**config.mk**
```make
export PLATFORM = sky130hd
export DESIGN_NAME = seq_detector_param
export DESIGN_NICKNAME = d
export VERILOG_FILES = /design/src/rtl/seq_det_pkg.sv /design/src/rtl/sat_counter.sv /design/src/rtl/seq_detector_param.sv
export SDC_FILE = /design/constraint.sdc
export NUM_CORES = 1
export LEC_CHECK = 0
export CAP_MARGIN = 20
export CORE_MARGIN = 8
export CORE_UTILIZATION = 50
export CTS_CLUSTER_DIAMETER = 150
export DETAILED_ROUTE_END_ITERATION = 10
export MAX_ROUTING_LAYER = met4
export PLACE_DENSITY = 0.87
export RECOVER_POWER = 25
export SLEW_MARGIN = 15
export SYNTH_ARGS = -nofsm -noshare
export SYNTH_HDL_FRONTEND = slang
export SYNTH_SLANG_ARGS = --single-unit
```
**constraint.sdc**
```tcl
create_clock -name clk -period 2.9 [get_ports clk]
set_input_delay 0.435 -clock clk [delete_from_list [all_inputs] [get_ports clk]]
set_output_delay 0.435 -clock clk [all_outputs]
set_load 0.005 [all_outputs]
```
**src/rtl/seq_det_pkg.sv**
```systemverilog
// Shared defaults and sizing helpers for the serial pattern detector.
// Latency: n/a (package only).
// Backpressure: n/a (package only).
package seq_det_pkg;

  localparam int DEF_SEQ_LEN = 4;
  localparam logic [DEF_SEQ_LEN-1:0] DEF_SEQ = 4'b1010;

  // Bits needed to hold a fill count in the range 0..n inclusive.
  function automatic int fill_w(input int n);
    return $clog2(n + 1);
  endfunction

endpackage

```
**src/rtl/sat_counter.sv**
```systemverilog
// Saturating up-counter with synchronous clear; stops at all-ones.
// Latency: count updates on the edge after inc is seen.
// Backpressure: none; inc while saturated is dropped.
module sat_counter #(
  parameter int W = 8
) (
  input  logic         clk,
  input  logic         rst_n,
  input  logic         clr,
  input  logic         inc,
  output logic [W-1:0] cnt
);

  // Counter register: clear wins over increment, increment stops at all-ones.
  always_ff @(posedge clk or negedge rst_n) begin
    if (!rst_n) begin
      cnt <= '0;
    end else if (clr) begin
      cnt <= '0;
    end else if (inc && (cnt != '1)) begin
      cnt <= cnt + 1'b1;
    end
  end

endmodule

```
**src/rtl/seq_detector_param.sv**
```systemverilog
// Parametrised serial bit-pattern detector with reloadable pattern and match counter.
// Latency: z pulses one cycle after the edge that samples the final pattern bit.
// Backpressure: none; en qualifies x, clr and pat_load take priority over sampling.
module seq_detector_param
  import seq_det_pkg::*;
#(
  parameter int                 SEQ_LEN = DEF_SEQ_LEN,
  parameter logic [SEQ_LEN-1:0] SEQ     = DEF_SEQ,
  parameter bit                 OVERLAP = 1'b1,
  parameter int                 CNT_W   = 8
) (
  input  logic               clk,
  input  logic               rst_n,
  input  logic               x,
  input  logic               en,
  input  logic               clr,
  input  logic               pat_load,
  input  logic [SEQ_LEN-1:0] pattern,
  output logic               z,
  output logic [CNT_W-1:0]   match_cnt
);

  localparam int FW = fill_w(SEQ_LEN);
  localparam logic [FW-1:0] FILL_MAX = FW'(SEQ_LEN);

  // Only the newest SEQ_LEN-1 bits need storing: the oldest bit of the window
  // is shifted out on the very edge that compares, so it never matters.
  logic [SEQ_LEN-2:0] hist;
  logic [FW-1:0]      fill;
  logic [SEQ_LEN-1:0] pat_q;

  logic [SEQ_LEN-1:0] hist_n;
  logic [FW-1:0]      fill_inc;
  logic               sample;
  logic               match;

  // Candidate window and fill count for a sampling edge; match only on a plain sample.
  always_comb begin
    sample   = en && !clr && !pat_load;
    hist_n   = {hist, x};
    fill_inc = (fill == FILL_MAX) ? fill : fill + 1'b1;
    match    = sample && (fill_inc == FILL_MAX) && (hist_n == pat_q);
  end

  // History, fill, pattern and match pulse with clr > pat_load > en priority.
  always_ff @(posedge clk or negedge rst_n) begin
    if (!rst_n) begin
      pat_q <= SEQ;
      hist  <= '0;
      fill  <= '0;
      z     <= 1'b0;
    end else if (clr) begin
      hist  <= '0;
      fill  <= '0;
      z     <= 1'b0;
    end else if (pat_load) begin
      pat_q <= pattern;
      hist  <= '0;
      fill  <= '0;
      z     <= 1'b0;
    end else if (en) begin
      hist  <= hist_n[SEQ_LEN-2:0];
      // Non-overlap mode restarts the window after a hit; stale bits stay but fill masks them.
      fill  <= (match && !OVERLAP) ? '0 : fill_inc;
      z     <= match;
    end else begin
      z     <= 1'b0;
    end
  end

  sat_counter #(.W(CNT_W)) u_match_cnt (
    .clk   (clk),
    .rst_n (rst_n),
    .clr   (clr),
    .inc   (match),
    .cnt   (match_cnt)
  );

endmodule
```
## Word level (Yosys, flattened, before mapping)

Index checks and enable logic that the tools add are counted.

| word-level totals | value |
|---|---|
| register bits | 19 |
| output and inout bits | 9 |
| logic and storage cells | 34 |

| cells by class | value |
|---|---|
| $add $sub $neg | 2 |
| equal/unequal tests | 4 |
| muxes and demuxes | 12 |
| bitwise logic cells | 1 |
| reduce and logical (&&, ||, !) cells | 10 |

Operators with widths:

| kind | number |
|---|---|
| 2-to-1 mux 3 bit | 7 |
| 2-to-1 mux 8 bit | 2 |
| adder 8 x 1 -> 8 bit, second input constant | 1 |
| inequality test 8 bit, second input constant | 1 |
| == test 3 bit, second input constant | 2 |
| logical AND 1 bit | 5 |
| == test 4 bit | 1 |
| adder 3 x 1 -> 3 bit, second input constant | 1 |
| 2-to-1 mux 1 bit | 3 |
| nonzero test 3 bit | 1 |
| zero test 1 bit | 2 |
| AND reduction 2 bit | 1 |
| nonzero test 2 bit | 1 |
| NOT 1 bit | 1 |

## Depth between registers and ports, before layout

Gate-level depths: netlist of run 1.

| depth | value |
|---|---|
| word-level depth | 8 |
| gate-level depth with buffers | 8 |
| mapped depth without buffers | 7 |

## Hierarchy

Synthesis of run 1 repeated with hierarchy kept, for this count alone.

| second synthesis, totals | value |
|---|---|
| cell total of the unflattened synthesis | 99 |
| area total of the unflattened synthesis | 1051.0 µm² |

Modules (own cells, without submodules):

| module | times used | cells each | area an instance (µm²) | seq. area each (µm²) |
|---|---|---|---|---|
| seq_detector_param | 1 | 50 | 586.8 | 277.8 |
| sat_counter | 1 | 49 | 464.2 | 200.2 |

## Worst setup path before layout of run 1

Ideal clock, no wire load.

| timing | value |
|---|---|
| path type | input -> register |
| start point | input port clr |
| end point | register u_match_cnt.cnt[3] |
| arrival time | 2467 ps |
| setup slack | 355 ps |
| stages on the path | 7 |
| cells stage by stage | or2_1 buf_2 or4_4 or4_1 buf_2 or3_1 a21oi_1 |

| on the way | value |
|---|---|
| longest elaborated chain between the ends | 7 |

Ends and longest elaborated chain:

| what | RTL line | RTL |
|---|---|---|
| from (decl) | seq_detector_param.sv:16 | `input logic clr,` |
| zero test 1 bit | seq_detector_param.sv:39 | `sample = en && !clr && !pat_load;` |
| logical AND 1 bit (2 in series) | seq_detector_param.sv:39 |  |
| logical AND 1 bit (2 in series) | seq_detector_param.sv:42 | `match = sample && (fill_inc == FILL_MAX) && (hist_n == pat_q);` |
| logical AND 1 bit | sat_counter.sv:20 | `end else if (inc && (cnt != '1)) begin` |
| nonzero test 2 bit (no line) | n/a |  |
| to (signal assigned) | sat_counter.sv:21 | `cnt <= cnt + 1'b1;` |
| to (decl) | sat_counter.sv:11 | `output logic [W-1:0] cnt` |

Several ways; a longest one is shown, not always the timed one.
A chain may end at the register's enable or synchronous reset.

## Worst setup path in the final report of run 1

| timing | value |
|---|---|
| start point | register fill[0] |
| end point | register u_match_cnt.cnt[3] |

| on the way | value |
|---|---|
| longest elaborated chain between the ends | 7 |

Ends and longest elaborated chain:

| what | RTL line | RTL |
|---|---|---|
| from (decl) | seq_detector_param.sv:29 | `logic [FW-1:0] fill;` |
| from (signal assigned) | seq_detector_param.sv:64 | `fill <= (match && !OVERLAP) ? '0 : fill_inc;` |
| adder 3 x 1 -> 3 bit / == test 3 bit (equally long branches) | seq_detector_param.sv:41 | `fill_inc = (fill == FILL_MAX) ? fill : fill + 1'b1;` |
| 2-to-1 mux 3 bit (*) | seq_detector_param.sv:41 |  |
| == test 3 bit (*) | seq_detector_param.sv:42 |  |
| logical AND 1 bit (*) (2 in series) | seq_detector_param.sv:42 |  |
| logical AND 1 bit (*) | sat_counter.sv:20 |  |
| nonzero test 2 bit (no line) (*) | n/a |  |

Every way passes the cells marked *; elsewhere a longest branch is shown, timed or not.

==> results of run 1 <==
[cells by family after synthesis]
kind of cell / count (synthesis)
AND/OR/NAND/NOR: 41
flip-flops: 19
AO/OA/AOI/OAI: 13
multiplexers: 10
buffers and inverters: 7
XOR/XNOR: 6
adder cells (fa/ha/maj): 3
[through the flow]
stage	hold WS (ns)	power, W
2_1_floorplan	0.139	0.000322
5_1_grt	0.575	0.000501
4_1_cts	0.546	0.000483
3_3_place_gp	0.524	0.000346
6_report	0.543	0.000478
3_5_place_dp	0.522	0.000349
[per-layer routing]
metal / track usage / wire (microns) / vias up / share of wire
met5: - / 0 / - / 0
li1: - / - / 397 / -
met4: 0.0897 / 74 / 0 / 0.034
met2: 0.228 / 1090 / 27 / 0.50
met1: 0.155 / 956 / 413 / 0.44
met3: 0.0191 / 71 / 7 / 0.032
[layout by cell type, fill, tap and decap left out, types with 3 or more instances in the layout]
| cell | netlist | final |
|---|---|---|
| a21oi_1 | 7 | 7 |
| buf_4 | 0 | 5 |
| clkbuf_4 | 0 | 3 |
| clkdlybuf4s50_1 | 0 | 16 |
| dfrtp_1 | 17 | 17 |
| ha_1 | 3 | 3 |
| inv_1 | 3 | 3 |
| mux2_2 | 4 | 4 |
| mux2i_1 | 6 | 6 |
| nand2_1 | 5 | 5 |
| nand3_1 | 5 | 5 |
| nor2_1 | 10 | 10 |
| nor4_1 | 3 | 3 |
| o21ai_1 | 4 | 4 |
| or3_1 | 3 | 3 |
| xnor2_1 | 5 | 5 |
[registers in the layout, indices dropped and copies added (netlist names)]
signal / cells
u_match_cnt.cnt: 8
pat_q: 4
fill: 3
hist: 3
z: 1
[power groups by stage]
stage / combinational (W) / clock [W] / sequential, W
4_1_cts: 0.0000585 / 0.000139 / 0.000285
6_report: 0.0000569 / 0.000136 / 0.000285
5_1_grt: 0.0000632 / 0.000151 / 0.000287
3_5_place_dp: 0.0000584 / 0 / 0.000290
3_3_place_gp: 0.0000558 / 0 / 0.000290
2_1_floorplan: 0.0000335 / 0 / 0.000288
[worst max-delay path: cells and delay by family (launching register included)]
| kind | cells | cell delay, ns |
|---|---|---|
| flip-flops | 1 | 0.43 |
| adder cells (fa/ha/maj) | 1 | 0.19 |
| buffers and inverters | 1 | 0.12 |
| AND/OR/NAND/NOR | 4 | 1.63 |
| AO/OA/AOI/OAI | 1 | 0.18 |
[worst max path at each step]
stage                              end  slack, ns  depth (start not counted)
floorplan           u_match_cnt.cnt[3]       0.35                          7
global placement    u_match_cnt.cnt[3]       0.09                          6
detailed placement  u_match_cnt.cnt[3]     -0.005                          6
CTS                 u_match_cnt.cnt[3]       0.32                          7
global route        u_match_cnt.cnt[4]       0.21                          7
finish              u_match_cnt.cnt[3]       0.29                          7
[area by class of cell]
class,count,area share
clock buffer,4,0.0208
tap,27,0.0267
sequential,19,0.378
timing repair buffer,24,0.175
multi-input combinational,73,0.390
inverter,3,0.00891
==> out/results.ini, run 1 <==
[clock_network]
numCtsBuffers = 3
cts_max_level = 1
post_cts_buffers = 0
clkLatencyLatePin_ns = 0.30
clock_path_buffers = 2
clockRootBuffer = clkbuf_4
ctsResizeCount = 0
cts_sinks = 19
cts_hold_buffers = 0
clk_pin_slew_ns = 0.10
cts_tree = yes

[worst_hold_path]
hp-class = flop to flop
holdPathStages = 1
hold_start = pat_q[0]
worstHoldEndpoint = pat_q[0]

[pwr]
p_sw_w = 0.000115
pwr-share-comb = 0.119
leakagePower_nw = 0.526
powerDensity_nw_per_um2 = 378
ir_drop_mv = 0.322
seqPwrFrac = 0.596
switching_share = 0.242
p_clk_frac = 0.285
internal-power_w = 0.000362

[synth]
ys_seq_elements = 19
synth_top_area_cell = dfrtp_1
synth_cell_types = 30
synth_top_area_share = 0.425
synth-simple-area-share = 0.229
ys_top_cells_by_area = dfrtp_1 43%, mux2i_1 6.0%, dfstp_2 5.3%, mux2_2 4.5%, xnor2_1 4.4%
synthMuxAreaShare = 0.105
synth_top_family_by_area = simple AND/OR/NAND/NOR gates
synth_compound_area_frac = 0.0687
synth-xor-area-share = 0.0525
synth_nets = 112
syn_avg_cell_area_sq_um = 10.1
synth-edff-count = 0
yosys-top-cells-count = 17 x dfrtp_1, 10 x nor2_1, 7 x a21oi_1
synth-warning-count = 0
synth_adder_area_share = 0.0375
synth_area_sq_um = 1000
yosysMostFrequentCell = dfrtp_1
yosysSeqAreaShare = 0.478
synthArstFlopShare = 1.00
synth_cells = 99
synthFlopType = dfrtp_1

[grt]
antenna_found_initial = 0
grt_max_degree = 20
track_usage = 0.139
grt_pass1_vias = 815
grt_overflow_total = 0
grt_pass1_wl_mm = 3.69

[cells_and_area]
final_cells = 150
final_nets = 137
nFillCells = 165
final_cell_area_sq_um = 1260
multi_input_area_sq_um = 493
n_antenna_cell = 0
seqCellArea_sq_um = 478
final_core_util = 0.658
syn2layout_area_growth_pct = 26.2
drive_gt1_frac = 0.122

[worst_setup_path]
cp_data_required_time_ns = 3.13
cp.arrival_ns = 2.83
path_max_fanout = 6
rrSetupSlack_ns = 0.29
crit_slowest_cell = or4_1
r2r_cells = 7
r2r-end = u_match_cnt.cnt[3]
end_kind = flop
cpPeakStageDelay_ns = 0.63
startpoint_type = flop
crit_path_cell_trace = inv_1 > ha_1 > and3b_1 > or4_4 > or4_1 > or3_1 > a21oi_1
r2r_start = fill[0]
worstSetupPathType = flop to flop
critPathLaunch = fill[0]

[sta]
timing.final.ws_setup_ns = 0.291
timing.fmax_ghz = 0.383
tns_ns = 0
rsz0062_at_grt = false
worst_slew_pin_slew_ns = 0.861
drv_slew = 0
setup_violations = 0
hold_violations = 0
skew_ns = 0.00359
period_needed_ns = 2.61
finalCritPeriodShare = 0.900
slew_headroom = 0.424

[floorplan]
io_pins = 19
die_y_microns = 60.7
core_sq_um = 1920
start_util = 0.521
die_area_sq_um = 3690
die_w_microns = 60.7
num_rows = 16

[route]
first_pass_iters = 4
detailroute.via_count = 844
wl_per_cell_microns = 14.6
drc = 0
drt_iter0_markers = 31
ant_nets = 0
wl_mm = 2.19
viasPerCell = 5.63

[status]
status = completed

[placed_design]
place_area_sq_um = 1240
place_hpwl_mm = 1.71
dpl.cell_count = 146
place_congestion = 0.878
numPortBuffers = 18
post-place-ws_ns = -0.00518

[job]
drv_cap = 0

Note: power is estimated with default switching activity, not from simulation.
==> inputs of run 2 (changes only) <==
--- a/config.mk
+++ b/config.mk
@@ -10,6 +10,8 @@
 export CORE_UTILIZATION = 50
 export CTS_CLUSTER_DIAMETER = 150
 export DETAILED_ROUTE_END_ITERATION = 10
+export GPL_ROUTABILITY_DRIVEN = 0
+export HOLD_SLACK_MARGIN = 0.1
 export MAX_ROUTING_LAYER = met4
 export PLACE_DENSITY = 0.87
 export RECOVER_POWER = 25
==> results of run 2 <==
Same layout as run 1: the final DEF is identical, and so are final timing and power.
==> inputs of run 3 (changes only) <==
--- a/config.mk
+++ b/config.mk
@@ -13,7 +13,7 @@
 export GPL_ROUTABILITY_DRIVEN = 0
 export HOLD_SLACK_MARGIN = 0.1
 export MAX_ROUTING_LAYER = met4
-export PLACE_DENSITY = 0.87
+export PLACE_DENSITY = 0.88
 export RECOVER_POWER = 25
 export SLEW_MARGIN = 15
 export SYNTH_ARGS = -nofsm -noshare
==> run 3 against run 2 <==
  * Combinational power increased by 2%
  * Sequential share of layout area unchanged
  * Cell area unchanged
  * First-iteration DRC count decreased by 39%
  * Via count decreased by 3.1%
  * Final cell count unchanged
  * Die area unchanged
  * Register-to-register slack improved by 0.03 ns
  * Critical path depth decreased by 1
  * Critical path type is now primary input to flop
==> out/results.ini, run 3 (synthesis results as in run 1) <==
[floorplan]
io_pins = 19
die_area_sq_um = 3690
num_rows = 16
die_y_microns = 60.7
core_sq_um = 1920
start_util = 0.521
die_w_microns = 60.7

[job]
drv_cap = 0

[sta]
rsz0062_at_grt = false
skew_ns = 0.00157
worst_slew_pin_slew_ns = 0.879
tns_ns = 0
finalCritPeriodShare = 0.894
drv_slew = 0
timing.fmax_ghz = 0.386
setup_violations = 0
slew_headroom = 0.412
period_needed_ns = 2.59
hold_violations = 0

[worst_hold_path]
hp-class = flop to flop

[placed_design]
place_hpwl_mm = 1.78
numPortBuffers = 18

[pwr]
power_w = 0.000475
ir_drop_mv = 0.319
powerDensity_nw_per_um2 = 376
leakagePower_nw = 0.526

[status]
status = completed

[route]
drt_iter0_markers = 19
wl_per_cell_microns = 15.0
first_pass_iters = 4
drc = 0
detailroute.via_count = 818
ant_nets = 0
viasPerCell = 5.45
wl_mm = 2.26

[grt]
grt_pass1_vias = 836
antenna_found_initial = 0
grt_overflow_total = 0
track_usage = 0.138
grt_pass1_wl_mm = 3.66
grt_max_degree = 20

[worst_setup_path]
end_kind = flop
path_max_fanout = 6
cp.arrival_ns = 2.82
startpoint_type = primary input
worstSetupPathType = primary input to flop
cp_data_required_time_ns = 3.12

[cells_and_area]
n_antenna_cell = 0
largest-register = u_match_cnt.cnt
final_common_cell = dfrtp_1
final_core_util = 0.658
layout.cells.most_common_list = 17 x dfrtp_1, 16 x clkdlybuf4s50_1, 10 x nor2_1, 7 x a21oi_1, 6 x mux2i_1
final_nets = 137
drive_gt1_frac = 0.122
top_regs = u_match_cnt.cnt: 8 flops, pat_q: 4 flops
syn2layout_area_growth_pct = 26.2
largest_register_ffs = 8

[clock_network]
numCtsBuffers = 3
post_cts_buffers = 0
cts_sinks = 19
cts_hold_buffers = 0
clockRootBuffer = clkbuf_4
clkLatencyLatePin_ns = 0.29
clock_path_buffers = 2
ctsResizeCount = 0
clk_pin_slew_ns = 0.10
cts_tree = yes
cts_max_level = 1

-- run 3: report_power, final --
group | internal (W) | switching, W | total [W] | leakage [nW]
Combinational | 0.0000312 | 0.0000272 | 0.0000583 | 0.258
Sequential | 0.000278 | 0.00000713 | 0.000285 | 0.253
Clock | 0.0000535 | 0.0000787 | 0.000132 | 0.0150
Total | 0.000362 | 0.000113 | 0.000475 | 0.526
-- run 3: metal layers --
layer  up-vias  routed length, microns  global-route usage
met5         -                       0                   -
li1        401                       -                   -
met2        25                    1180               0.241
met3         6                     112              0.0233
met1       386                     917               0.143
met4         0                      49              0.0764
-- run 3: worst paths after layout --
| check | depth (start not counted) | from | slack, ns | endpoint |
|---|---|---|---|---|
| max reg2reg | 7 | fill[0] | 0.32 | u_match_cnt.cnt[4] |
| min reg2reg | 1 | pat_q[0] | 0.55 | pat_q[0] |
| min in group asynchronous | 1 | rst_n | 0.70 | u_match_cnt.cnt[1] |
| max in group asynchronous | 1 | rst_n | 1.67 | u_match_cnt.cnt[5] |
| max | 6 | clr | 0.31 | u_match_cnt.cnt[4] |
| min | 1 | pat_q[0] | 0.55 | pat_q[0] |
-- run 3: area by class of cell --
class                           count  area [sq um]
Clock buffer                        4          26.3
Fill cell                         162           658
Inverter                            3          11.3
Multi-Input combinational cell     73           493
Sequential cell                    19           478
Tap cell                           27          33.8
Timing Repair Buffer               24           221
-- run 3: worst max-delay path, stage by stage --
cell and delay, ns:
clkdlybuf4s50_1 0.42, or2_1 0.26, or4_4 0.54, or4_1 0.64, or3_1 0.38, a21oi_1 0.15
-- run 3: through the flow --
stage               hold WS (ns)  worst slack, ns  cells  cell area [sq um]
finish                     0.545            0.307    150               1260
global placement           0.524           0.0863    146               1240
CTS                        0.552            0.294    150               1270
global route               0.573            0.177    150               1260
detailed placement         0.528          -0.0322    146               1240
floorplan                  0.139            0.355     99               1000
